[config.mk]
export PLATFORM = sky130hd
export DESIGN_NAME = axi_wr_stream_bridge
export DESIGN_NICKNAME = d
export VERILOG_FILES = /design/src/rtl/axi_wr_stream_bridge_pkg.sv /design/src/rtl/axi_wr_stream_bridge_fifo.sv /design/src/rtl/axi_wr_stream_bridge.sv
export SDC_FILE = /design/constraint.sdc
export NUM_CORES = 1
export LEC_CHECK = 0
export BUFFER_PORTS_ARGS = -buffer_cell sky130_fd_sc_hd__buf_2
export CAP_MARGIN = 20
export CORE_MARGIN = 4
export CORE_UTILIZATION = 56
export DETAILED_ROUTE_END_ITERATION = 6
export PLACE_DENSITY = 0.9
export SYNTH_ARGS = -nofsm -noshare
export SYNTH_HDL_FRONTEND = slang
export SYNTH_SLANG_ARGS = --single-unit
export TNS_END_PERCENT = 100
[constraint.sdc]
create_clock -name clk -period 4 [get_ports clk]
set_clock_uncertainty 0.1 [all_clocks]
set_input_delay 0.8 -clock clk [delete_from_list [all_inputs] [get_ports clk]]
set_output_delay 0.8 -clock clk [all_outputs]
set_load 0.02 [all_outputs]
[src/rtl/axi_wr_stream_bridge_pkg.sv]
// ----------------------------------------------------------------------------
// axi_wr_stream_bridge_pkg
// Shared types and constants for the AXI write-to-stream bridge.
//   - AXI field typedefs (address, data, strobe, id, burst length)
//   - bridgeState_e : controller states
//   - strBeatSt     : one buffered stream beat
//   - AXI response and burst encodings
//   - beat_addr()   : per-beat destination address
// Optional feature macro: AXI_WR_STREAM_BRIDGE_TUSER_BEAT_EN
//   When defined, strBeatSt carries the 8-bit beat index. The bridge then
//   drives it on tuser.
// ----------------------------------------------------------------------------
package axi_wr_stream_bridge_pkg;

  localparam int ADDR_W = 32;
  localparam int DATA_W = 32;
  localparam int STRB_W = DATA_W / 8;
  localparam int ID_W   = 4;
  localparam int LEN_W  = 8;

  typedef logic [ADDR_W-1:0] axiAddrSt;
  typedef logic [DATA_W-1:0] axiDataSt;
  typedef logic [STRB_W-1:0] axiStrobeSt;
  typedef logic [ID_W-1:0]   axiIdSt;
  typedef logic [LEN_W-1:0]  axiLenSt;

  typedef enum logic [1:0] {
    IDLE = 2'd0,
    DATA = 2'd1,
    RESP = 2'd2
  } bridgeState_e;

  typedef struct packed {
    axiDataSt   tdata;
    axiStrobeSt tstrb;
    axiStrobeSt tkeep;
    logic       tlast;
    axiAddrSt   tid;
    axiAddrSt   tdest;
`ifdef AXI_WR_STREAM_BRIDGE_TUSER_BEAT_EN
    axiLenSt    beat;
`endif
  } strBeatSt;

  localparam logic [1:0] AXI_RESP_OKAY   = 2'b00;
  localparam logic [1:0] AXI_RESP_SLVERR = 2'b10;
  localparam logic [1:0] AXI_BURST_FIXED = 2'b00;
  localparam logic [1:0] AXI_BURST_INCR  = 2'b01;

  // FIXED repeats the base address. Every other burst code advances by one
  // 32-bit word per beat. The reserved codes are flagged as errors elsewhere.
  // Addition wraps modulo 2^32.
  function automatic axiAddrSt beat_addr(input axiAddrSt base,
                                         input logic [1:0] burst,
                                         input axiLenSt cnt);
    if (burst == AXI_BURST_FIXED) return base;
    return base + {{(ADDR_W-LEN_W-2){1'b0}}, cnt, 2'b00};
  endfunction

endpackage

[src/rtl/axi_wr_stream_bridge_fifo.sv]
// ----------------------------------------------------------------------------
// axi_wr_stream_fifo
// Generic synchronous FIFO of strBeatSt entries with a registered output
// path and no write-through bypass.
// Ports:
//   clk, rst        clock, asynchronous active-high reset
//   i_push, i_data  write request and entry
//   i_pop           read request; the head entry is consumed
//   o_data          head entry, valid while !o_empty
//   o_full, o_empty status derived from the registered occupancy count
// Parameter FIFO_DEPTH: power of two, >= 2.
// ----------------------------------------------------------------------------
module axi_wr_stream_fifo
  import axi_wr_stream_bridge_pkg::*;
#(
  parameter int FIFO_DEPTH = 4
) (
  input  logic     clk,
  input  logic     rst,
  input  logic     i_push,
  input  strBeatSt i_data,
  input  logic     i_pop,
  output strBeatSt o_data,
  output logic     o_full,
  output logic     o_empty
);

  localparam int PTR_W = $clog2(FIFO_DEPTH);
  localparam int CNT_W = PTR_W + 1;

  strBeatSt         r_mem [FIFO_DEPTH];
  logic [PTR_W-1:0] r_wr_ptr;
  logic [PTR_W-1:0] r_rd_ptr;
  logic [CNT_W-1:0] r_count;
  logic             w_push;
  logic             w_pop;

  assign o_full  = (r_count == CNT_W'(FIFO_DEPTH));
  assign o_empty = (r_count == '0);

  // A push is allowed when the FIFO is full if a pop happens in the same cycle.
  // The head is read before the clock edge overwrites that slot.
  assign w_pop  = i_pop & ~o_empty;
  assign w_push = i_push & (~o_full | w_pop);

  // Pointers wrap naturally because the depth is a power of two.
  always_ff @(posedge clk or posedge rst) begin
    if (rst) begin
      r_wr_ptr <= '0;
      r_rd_ptr <= '0;
      r_count  <= '0;
    end else begin
      if (w_push) r_wr_ptr <= r_wr_ptr + PTR_W'(1);
      if (w_pop)  r_rd_ptr <= r_rd_ptr + PTR_W'(1);
      case ({w_push, w_pop})
        2'b10:   r_count <= r_count + CNT_W'(1);
        2'b01:   r_count <= r_count - CNT_W'(1);
        default: r_count <= r_count;
      endcase
    end
  end

  // Storage holds data only. The pointers and count alone decide validity.
  always_ff @(posedge clk) begin
    if (w_push) r_mem[r_wr_ptr] <= i_data;
  end

  assign o_data = r_mem[r_rd_ptr];

endmodule

[src/rtl/axi_wr_stream_bridge.sv]
// ----------------------------------------------------------------------------
// axi_wr_stream_bridge
// AXI write slave that re-emits every accepted W beat as an AXI4-Stream beat.
// The bridge holds one burst in flight. Beats are buffered in
// axi_wr_stream_fifo. The B response is returned once the burst's last beat
// is buffered, so it does not wait for the stream to drain.
// Ports:
//   clk, rst                                clock, asynchronous active-high reset
//   i_aw* / o_awready                       AW channel (id, addr, len, burst)
//   i_w*  / o_wready                        W channel (id, data, strobe, last)
//   o_bvalid, i_bready, o_bid, o_bresp      B channel
//   o_tvalid, i_tready, o_t*                stream master toward the consumer
// Parameter FIFO_DEPTH: stream buffer entries (power of two, >= 2).
// Optional feature macro: AXI_WR_STREAM_BRIDGE_TUSER_BEAT_EN
//   defined   -> tuser = beat index within the burst
//   undefined -> tuser = 0 and the index is not stored
// ----------------------------------------------------------------------------
module axi_wr_stream_bridge
  import axi_wr_stream_bridge_pkg::*;
#(
  parameter int FIFO_DEPTH = 4
) (
  input  logic       clk,
  input  logic       rst,
  // AW channel
  input  logic       i_awvalid,
  output logic       o_awready,
  input  axiIdSt     i_awid,
  input  axiAddrSt   i_awaddr,
  input  axiLenSt    i_awlen,
  input  logic [1:0] i_awburst,
  // W channel
  input  logic       i_wvalid,
  output logic       o_wready,
  input  axiIdSt     i_wid,
  input  axiDataSt   i_wdata,
  input  axiStrobeSt i_wstrb,
  input  logic       i_wlast,
  // B channel
  output logic       o_bvalid,
  input  logic       i_bready,
  output axiIdSt     o_bid,
  output logic [1:0] o_bresp,
  // Stream master
  output logic       o_tvalid,
  input  logic       i_tready,
  output axiDataSt   o_tdata,
  output axiStrobeSt o_tstrb,
  output axiStrobeSt o_tkeep,
  output logic       o_tlast,
  output axiAddrSt   o_tid,
  output axiAddrSt   o_tdest,
  output axiAddrSt   o_tuser
);

  bridgeState_e r_state;
  bridgeState_e w_state_nxt;

  axiIdSt     r_awid;
  axiAddrSt   r_awaddr;
  axiLenSt    r_awlen;
  logic [1:0] r_awburst;
  axiLenSt    r_cnt;
  logic       r_err;

  logic       w_awready;
  logic       w_wready;
  logic       w_bvalid;
  logic       w_aw_hs;
  logic       w_w_hs;
  logic       w_last_beat;
  logic       w_beat_err;
  logic       w_full;
  logic       w_empty;
  logic       w_pop;
  strBeatSt   w_push_beat;
  strBeatSt   w_head;

  // Controller state register
  always_ff @(posedge clk or posedge rst) begin
    if (rst) r_state <= IDLE;
    else     r_state <= w_state_nxt;
  end

  assign w_last_beat = (r_cnt == r_awlen);

  always_comb begin
    w_state_nxt = r_state;
    w_awready   = 1'b0;
    w_wready    = 1'b0;
    w_bvalid    = 1'b0;
    case (r_state)
      IDLE: begin
        w_awready = 1'b1;
        if (i_awvalid) w_state_nxt = DATA;
      end
      DATA: begin
        w_wready = ~w_full;
        // The burst length comes only from awlen. wlast is only checked for errors.
        if (i_wvalid && !w_full && w_last_beat) w_state_nxt = RESP;
      end
      RESP: begin
        w_bvalid = 1'b1;
        if (i_bready) w_state_nxt = IDLE;
      end
      default: w_state_nxt = IDLE;
    endcase
  end

  assign w_aw_hs = w_awready & i_awvalid;
  assign w_w_hs  = w_wready & i_wvalid;

  // The reserved burst codes 10/11 set the error flag.
  // Their addresses still advance as INCR.
  assign w_beat_err = (i_wid != r_awid) | (i_wlast != w_last_beat) | r_awburst[1];

  // Burst progress: beat counter and sticky error flag
  always_ff @(posedge clk or posedge rst) begin
    if (rst) begin
      r_cnt <= '0;
      r_err <= 1'b0;
    end else if (w_aw_hs) begin
      r_cnt <= '0;
      r_err <= 1'b0;
    end else if (w_w_hs) begin
      r_cnt <= r_cnt + LEN_W'(1);
      r_err <= r_err | w_beat_err;
    end
  end

  // Captured AW fields are used only while a burst is active.
  // They are not reset.
  always_ff @(posedge clk) begin
    if (w_aw_hs) begin
      r_awid    <= i_awid;
      r_awaddr  <= i_awaddr;
      r_awlen   <= i_awlen;
      r_awburst <= i_awburst;
    end
  end

  always_comb begin
    w_push_beat       = '0;
    w_push_beat.tdata = i_wdata;
    w_push_beat.tstrb = i_wstrb;
    w_push_beat.tkeep = i_wstrb;
    w_push_beat.tlast = w_last_beat;
    w_push_beat.tid   = {{(ADDR_W-ID_W){1'b0}}, r_awid};
    w_push_beat.tdest = beat_addr(r_awaddr, r_awburst, r_cnt);
`ifdef AXI_WR_STREAM_BRIDGE_TUSER_BEAT_EN
    w_push_beat.beat  = r_cnt;
`endif
  end

  // Stream buffer
  axi_wr_stream_fifo #(
    .FIFO_DEPTH (FIFO_DEPTH)
  ) u_fifo (
    .clk     (clk),
    .rst     (rst),
    .i_push  (w_w_hs),
    .i_data  (w_push_beat),
    .i_pop   (w_pop),
    .o_data  (w_head),
    .o_full  (w_full),
    .o_empty (w_empty)
  );

  assign w_pop = ~w_empty & i_tready;

  // The state register resets to IDLE. rst is gated here so that awready
  // stays low while reset is asserted.
  assign o_awready = w_awready & ~rst;
  assign o_wready  = w_wready;
  assign o_bvalid  = w_bvalid;
  assign o_bid     = w_bvalid ? r_awid : '0;
  assign o_bresp   = w_bvalid ? (r_err ? AXI_RESP_SLVERR : AXI_RESP_OKAY) : 2'b00;

  // FIFO storage is not reset, so the stream fields are forced to zero
  // whenever no beat is presented.
  assign o_tvalid = ~w_empty;
  assign o_tdata  = w_empty ? '0   : w_head.tdata;
  assign o_tstrb  = w_empty ? '0   : w_head.tstrb;
  assign o_tkeep  = w_empty ? '0   : w_head.tkeep;
  assign o_tlast  = w_empty ? 1'b0 : w_head.tlast;
  assign o_tid    = w_empty ? '0   : w_head.tid;
  assign o_tdest  = w_empty ? '0   : w_head.tdest;
`ifdef AXI_WR_STREAM_BRIDGE_TUSER_BEAT_EN
  assign o_tuser  = w_empty ? '0   : {{(ADDR_W-LEN_W){1'b0}}, w_head.beat};
`else
  assign o_tuser  = '0;
`endif

endmodule

# Word-level counts from Yosys, hierarchy flattened
# Memories as Yosys holds them, arrays and structs flattened.
# Index checks and enable logic that the tools add are counted.
# Widths: inputs -> output; s select.
[word_totals] register_bits=64 latchBits=0 ramBits=308 mem_bits_ro=0 in_bits=93 word_cells=76 n_memories=1
[classes] n_addsub=6 mul=0 div_mod_pow=0 magnitude_cmp=0 n_eq_ne=11 shifts=0 n_mux=26 bitwise_logic=13 reduce_logical=9
[memory_table] name="u_fifo.r_mem" depth=4 word_bits=77 rd=1 rd_clocked_by_memory_dff=0 write_ports=1 line="axi_wr_stream_bridge_fifo.sv:31" text="strBeatSt r_mem [FIFO_DEPTH];"
[ops] cell="$mux 32" count=5
[ops] cell="$add 32x10->32" count=1
[ops] cell="$mux 8" count=2
[ops] cell="$mux 4" count=3
[ops] cell="$mux 2" count=5
[ops] cell="$mux 1" count=9
[ops] cell="$add 8x1->8 const B" count=1
[ops] cell="$eq 8x8->1" count=1
[ops] cell="$and 1x1->1" count=6
[ops] cell="$ne 2x2->1 const B" count=3
[ops] cell="$pmux 2 s3" count=1
[ops] cell="$pmux 3 s2" count=1
[ops] cell="$add 2x1->2 const B" count=2
[ops] cell="$eq 2x1->1 const B" count=2
[ops] cell="$eq 2x2->1 const B" count=2
[ops] cell="$logic_not 2->1" count=2
[ops] cell="$ne 4x4->1" count=1
[ops] cell="$or 1x1->1" count=4
[ops] cell="$reduce_bool 2->1" count=2
[ops] cell="$add 3x1->3 const B" count=1
[ops] cell="$eq 3x3->1 const B" count=1
[ops] cell="$logic_not 3->1" count=1
[ops] cell="$not 1->1" count=3
[ops] cell="$reduce_and 3->1" count=1
[ops] cell="4 further kinds" count=5

# Longest topological paths before layout
# Gate-level depths: netlist of run 1.
[logic_depth] word_depth=8 mapped_depth=9

# Cells and area by module
# Synthesis of run 1 repeated with hierarchy kept, for this count alone.
[unflattened] hier_cells=1002 area_unflattened_um2=19568.8
[modules_own_cells] mod="axi_wr_stream_fifo" instances=1 cells_each=603 area_per_inst_um2=15627.5
[modules_own_cells] mod="axi_wr_stream_bridge" instances=1 cells_each=399 area_per_inst_um2=3941.3

# Least setup slack after synthesis of run 1
# No wires, ideal clock.
[synth_timing] path_type="input port to flip-flop" startpoint="in i_wvalid" endpoint="mem u_fifo.r_mem[0][0] (netlist name) (enable)" setup_ns=0.439 t_arrival_ns=3.011 required_ns=3.461 path_slack_ns=0.450 path_stages=4 n_path_buf=1 path_cell_list="nand3b_1 nor2_1 buf_2 and2_1"
[synth_via] elab_chain_len=4
[synth_lines] item="start, declared" line="axi_wr_stream_bridge.sv:33" text="input logic i_wvalid,"
[synth_lines] item="$and 1x1->1" line="axi_wr_stream_bridge.sv:111" text="assign w_w_hs = w_wready & i_wvalid;"
[synth_lines] item="$and 1x1->1" line="axi_wr_stream_bridge_fifo.sv:44" text="assign w_push = i_push & (~o_full | w_pop);"
[synth_lines] item="$mux 1" line="axi_wr_stream_bridge_fifo.sv:65" text="if (w_push) r_mem[r_wr_ptr] <= i_data;"
[synth_lines] item="$mux 1 (implied by the code)" line="axi_wr_stream_bridge_fifo.sv:65"
[synth_lines] item="end, declared" line="axi_wr_stream_bridge_fifo.sv:31"
# Every way passes these cells.

# Worst setup path in the final report of run 1
[layout_timing] startpoint="reg u_fifo.r_rd_ptr[0]" endpoint="out o_tdest[22]"
[layout_via] elab_chain_len=2
[layout_lines] item="start, declared" line="axi_wr_stream_bridge_fifo.sv:33" text="logic [PTR_W-1:0] r_rd_ptr;"
[layout_lines] item="start signal, assigned" line="axi_wr_stream_bridge_fifo.sv:54" text="if (w_pop) r_rd_ptr <= r_rd_ptr + PTR_W'(1);"
[layout_lines] item="$mem_v2 4x77"
[layout_lines] item="$mux 32" line="axi_wr_stream_bridge.sv:187" text="assign o_tdest = w_empty ? '0 : w_head.tdest;"
[layout_lines] item="end, declared" line="axi_wr_stream_bridge.sv:52" text="output axiAddrSt o_tdest,"
# Every way passes these cells.

==> results.json, run 1 <==
{
  "fp.coreArea_sq_um": 26100,
  "synth_top_area_share": 0.683,
  "reg2reg_from": "u_fifo.r_count[0]",
  "hold_path_class": "primary input to asynchronous set/reset pin",
  "ys.flop_type": "edfxtp_1",
  "relSlewSlack": 0.524,
  "fin_cells": 1365,
  "finalHoldViolations": 0,
  "holdWs_ns": 0.316,
  "drc": 0,
  "cts_buffers": 36,
  "setup_viol": 0,
  "fp-row-count": 59,
  "path_class": "flip-flop to output port",
  "required_ns": 3.10,
  "worst_pin_slew_ns": 0.714,
  "layout-drive-gt1-share": 0.321,
  "async_flop_share": 0.0506,
  "cts_hold_buf": 0,
  "pin_count": 240,
  "clockRootBuffer": "clkbuf_16",
  "grt_max_degree": 76,
  "slew_violations": 0,
  "r2r_slack_ns": 1.29,
  "worstSkewPairLatency_ns": 0.51,
  "gp_congestion": 0.824,
  "cts_tree": "built",
  "worstPathArrival_ns": 2.54,
  "cp-start-kind": "flip-flop",
  "drt-pass1-iter-count": 5,
  "fin_nets": 1114,
  "fp.dieW_um": 171,
  "cp_max_fo": 42,
  "fin_setup_tns_ns": 0,
  "post-cts-setup-buffer-count": 0,
  "detail_route.wirelength_um": 28600,
  "end_kind": "output port",
  "r2r_cells": 10,
  "port_buffers": 178,
  "maxCapViolations": 0,
  "ys_ff_latch": 356,
  "final_common_cell": "edfxtp_1",
  "vdd_drop_max_mv": 0.518,
  "grt_pass1_vias": 7773,
  "numPlacedInstances": 1301,
  "leakage_nw": 6.14,
  "ant_nets": 0,
  "ctsResizeCount": 0,
  "status": "completed",
  "final_cell_mix": "338 x edfxtp_1, 178 x buf_2, 80 x and2_1",
  "place_area_sq_um": 15900,
  "cts_buffer_depth": 3,
  "synth_cells": 809,
  "r2r-end": "u_fifo.r_count[2]",
  "powerDensity_nw_per_um2": 739,
  "path_clk_slew_ns": 0.06,
  "final_area_sq_um": 17000,
  "clock-sinks": 356,
  "syn_area_sq_um": 14900,
  "area_growth_pct": 14.7,
  "yosysUniqueCellTypes": 51,
  "synth_top_cell_by_area": "edfxtp_1",
  "hpwl_um": 18700,
  "grt-ovfl-total": 0,
  "fin_crit_ns": 3.44,
  "seq_area_frac_synth": 0.714,
  "die_h_um": 171,
  "synth_edf_count": 338,
  "die_area_sq_um": 29200,
  "ys_warn_count": 0,
  "diodes": 0,
  "wl_per_cell_um": 20.9,
  "start_util": 0.570,
  "viasPerCell": 5.52,
  "fin_crit_sh": 0.860,
  "synth.area.top_cells": "edfxtp_1 68%, mux4_2 11%, buf_4 3.6%",
  "postSynthAreaPerCell_sq_um": 18.4,
  "vias": 7537,
  "drt_iter0_drc": 678,
  "rsz0062_at_grt": "no",
  "antenna_found_initial": 1,
  "grtUsageTotal": 0.195,
  "grt_pass1_wl_um": 43500,
  "htreeDepth": 2,
  "fmax_mhz": 291
}
-- worst max-delay path, stage by stage (launching register included) --
cell and delay, ns:
dfrtp_4 0.71, buf_12 0.39, mux4_2 0.56, and2_1 0.21
buf_2 0.17
-- worst max-delay path by stage --
stage	start	end	cells after the start
3_5_place_dp	u_fifo.r_rd_ptr[0]	o_tdest[22]	4
3_3_place_gp	u_fifo.r_rd_ptr[0]	o_tdest[23]	4
6_report	u_fifo.r_rd_ptr[0]	o_tdest[22]	4
5_1_grt	u_fifo.r_rd_ptr[0]	o_tdest[0]	4
2_1_floorplan	i_wvalid	u_fifo.r_mem[0][0]	4
4_1_cts	u_fifo.r_rd_ptr[0]	o_tdest[22]	4
-- cells by family after synthesis --
family,count (synthesis),synth area share
other,1,0.000253
buffers and inverters,106,0.0459
xor gates and xnor gates,52,0.0307
muxes,76,0.113
AOI/OAI and AO/OA,38,0.0192
DFF,356,0.714
adders and majority gates,16,0.0145
and+or+nand+nor,164,0.0628
-- through the flow --
| stage | setup slack (ns) | power (mW) | utilization |
|---|---|---|---|
| 4_1_cts | 0.481 | 12.7 | 0.653 |
| 3_5_place_dp | 1.01 | 9.67 | 0.612 |
| 6_report | 0.562 | 12.6 | 0.654 |
| 3_3_place_gp | 1.07 | 9.54 | 0.612 |
| 5_1_grt | 0.391 | 13.3 | 0.654 |
| 2_1_floorplan | 0.450 | 8.35 | - |
-- cell type report --
| class | count | area, sq um |
|---|---|---|
| clock buffers | 43 | 927 |
| inverters | 13 | 48.8 |
| repair buffers | 191 | 1080 |
| flip-flops and latches | 356 | 10600 |
| well taps | 335 | 419 |
| clock inverters | 20 | 140 |
| fillers | 1738 | 9030 |
| multi-input cells | 407 | 3810 |
-- per-layer routing --
metal / vias to the layer above / global-route usage / wire [um]
met2: 267 / 0.333 / 14800
met1: 3835 / 0.263 / 11300
met3: 53 / 0.0347 / 1720
met4: 2 / 0.0561 / 761
met5: - / 0 / 12
li1: 3380 / - / -
-- cell usage after synthesis, drive strengths merged (2+ instances only) --
master / count
o31ai: 2
and4: 5
o211ai: 2
xnor2: 27
mux4: 73
and2: 84
a21oi: 9
nand4: 6
a211oi: 5
edfxtp: 338
dfrtp: 18
and3: 4
nor3: 3
inv: 13
o22ai: 2
fa: 2
nor2: 19
ha: 14
mux2: 2
clkbuf: 11
nand2: 22
nand3: 11
a21o: 2
nor3b: 3
o21ai: 9
nor4: 2
buf: 82
xor2: 25
-- sequential cells by signal, indices dropped and copies added, names as in the netlist --
register         cells
r_state              2
r_awaddr            32
u_fifo.r_wr_ptr      2
u_fifo.r_mem       292
r_awburst            2
u_fifo.r_rd_ptr      2
r_awid               4
u_fifo.r_count       3
r_err                1
r_awlen              8
r_cnt                8
-- report_power, final --
group	internal (mW)	switching [mW]	total [mW]
sequential	4.87	0.369	5.24
combinational	1.84	2.48	4.31
clock	1.73	1.31	3.04
total	8.43	4.16	12.6
Note: power is estimated with default switching activity, not from simulation.
==> run 2, diff against run 1 <==
Clock period 4 ns to 3.95 ns, I/O delays scaled along.
==> run 2 against run 1 <==
First-iteration DRC count up 11%. Flip-flop and latch count unchanged. Cell count unchanged. Wire length up 1.3%. Global-route usage up 0.46 points. Die area unchanged. Worst setup slack worse by 0.040 ns. Core utilization up 0.34 points. Total power up 3.1%. Non-clock buffer count up 2. Sequential power up 1%. Combinational power up 2%. Largest cell class unchanged. Largest power group unchanged. Highest routed layer unchanged.
==> results.json, run 2 (synthesis gave the netlist of run 1 again) <==
{
  "pin_count": 240,
  "fin_setup_tns_ns": 0,
  "antenna_found_initial": 1,
  "drc": 0,
  "slew_violations": 0,
  "fmax_mhz": 292,
  "leakage_nw": 6.18,
  "internal-power_mw": 8.76,
  "detail_route.wirelength_um": 29000,
  "holdWs_ns": 0.306,
  "final_cell_mix": "338 x edfxtp_1, 178 x buf_2, 80 x and2_1",
  "drt_iter0_drc": 751,
  "fin_cells": 1365,
  "ctsResizeCount": 0,
  "finalHoldViolations": 0,
  "grt-ovfl-total": 0,
  "area_growth_pct": 15.3,
  "numPlacedInstances": 1303,
  "drt-pass1-iter-count": 5,
  "fp-row-count": 59,
  "relSlewSlack": 0.533,
  "diodes": 0,
  "path_clk_slew_ns": 0.06,
  "fin_crit_sh": 0.868,
  "cp-start-kind": "flip-flop",
  "fin_nets": 1116,
  "grt_max_degree": 76,
  "die_h_um": 171,
  "powerDensity_nw_per_um2": 758,
  "die_area_sq_um": 29200,
  "final_common_cell": "edfxtp_1",
  "cts_buffers": 36,
  "setup_viol": 0,
  "worstSkewPairLatency_ns": 0.51,
  "power.switching_mw": 4.21,
  "p_clk_frac": 0.253,
  "hold_path_class": "primary input to asynchronous set/reset pin",
  "ant_nets": 0,
  "place_ws_ns": 0.985,
  "layout-drive-gt1-share": 0.320,
  "rsz0062_at_grt": "no",
  "gp_congestion": 0.825,
  "vdd_drop_max_mv": 0.463,
  "vias": 7534,
  "switching_share": 0.324,
  "post-cts-setup-buffer-count": 0,
  "required_ns": 3.06,
  "cts_tree": "built",
  "clockRootBuffer": "clkbuf_16",
  "start_util": 0.570,
  "fp.coreArea_sq_um": 26100,
  "maxCapViolations": 0,
  "grtUsageTotal": 0.200,
  "port_buffers": 178,
  "top_regs": "u_fifo.r_mem: 292 flops, r_awaddr: 32 flops",
  "p_seq_frac": 0.409,
  "setup_ws_ns": 0.521,
  "worst_pin_slew_ns": 0.699,
  "end_kind": "output port",
  "clock-sinks": 356,
  "fin_crit_ns": 3.43,
  "htreeDepth": 2,
  "combPwrFrac": 0.338,
  "largest_register_ffs": 292,
  "cts_hold_buf": 0,
  "wl_per_cell_um": 21.2,
  "worstPathArrival_ns": 2.54,
  "grt_pass1_vias": 7733,
  "status": "completed",
  "cp_max_fo": 42,
  "fp.dieW_um": 171,
  "cts_buffer_depth": 3,
  "grt_pass1_wl_um": 44400,
  "largest-register": "u_fifo.r_mem",
  "viasPerCell": 5.52,
  "path_class": "flip-flop to output port",
  "hpwl_um": 19200
}
-- run 2: through the flow --
stage	power [mW]	util	cell area, sq um
global placement	9.67	0.612	16000
floorplan	8.46	-	15100
finish	13.0	0.657	17100
global route	13.7	0.657	17100
CTS	13.1	0.656	17100
detailed placement	9.81	0.612	16000
-- run 2: critical path: stages, from the launching register on --
cell	delay, ns
dfrtp_4	0.72
buf_12	0.39
mux4_2	0.57
and2_1	0.19
buf_2	0.16
-- run 2: layer usage --
metal,vias up,wire (um),track usage
met4,2,740,0.0582
li1,3392,-,-
met1,3797,11400,0.270
met3,57,1770,0.0356
met2,286,15100,0.339
met5,-,7,0
-- run 2: final cells by class --
type,instances,area [sq um]
flip-flops and latches,356,10600
fillers,1706,8940
multi-input cells,407,3810
repair buffers,193,1090
clock buffers,43,948
well taps,335,419
clock inverters,18,191
inverters,13,48.8
-- run 2: power by group through the flow --
stage               logic, mW  clock network (mW)  registers, mW
finish                   4.38                3.28           5.31
global route             4.73                3.55           5.37
CTS                      4.43                3.34           5.32
detailed placement       4.42                   0           5.39
global placement         4.35                   0           5.32
floorplan                3.28                   0           5.17
-- run 2: path summary, 6_finish.rpt --
path                               startpoint                  to  slack (ns)  cells after the start
setup reg to reg            u_fifo.r_count[0]   u_fifo.r_count[2]        1.24                     10
setup / recovery           u_fifo.r_rd_ptr[0]         o_tdata[13]        0.52                      4
max in group asynchronous                 rst  u_fifo.r_rd_ptr[0]        2.93                      2
hold reg to reg             u_fifo.r_count[2]   u_fifo.r_count[2]        0.38                      1
hold / removal                            rst          r_state[0]        0.31                      2
min in group clk                 i_awaddr[19]        r_awaddr[19]        0.35                      1
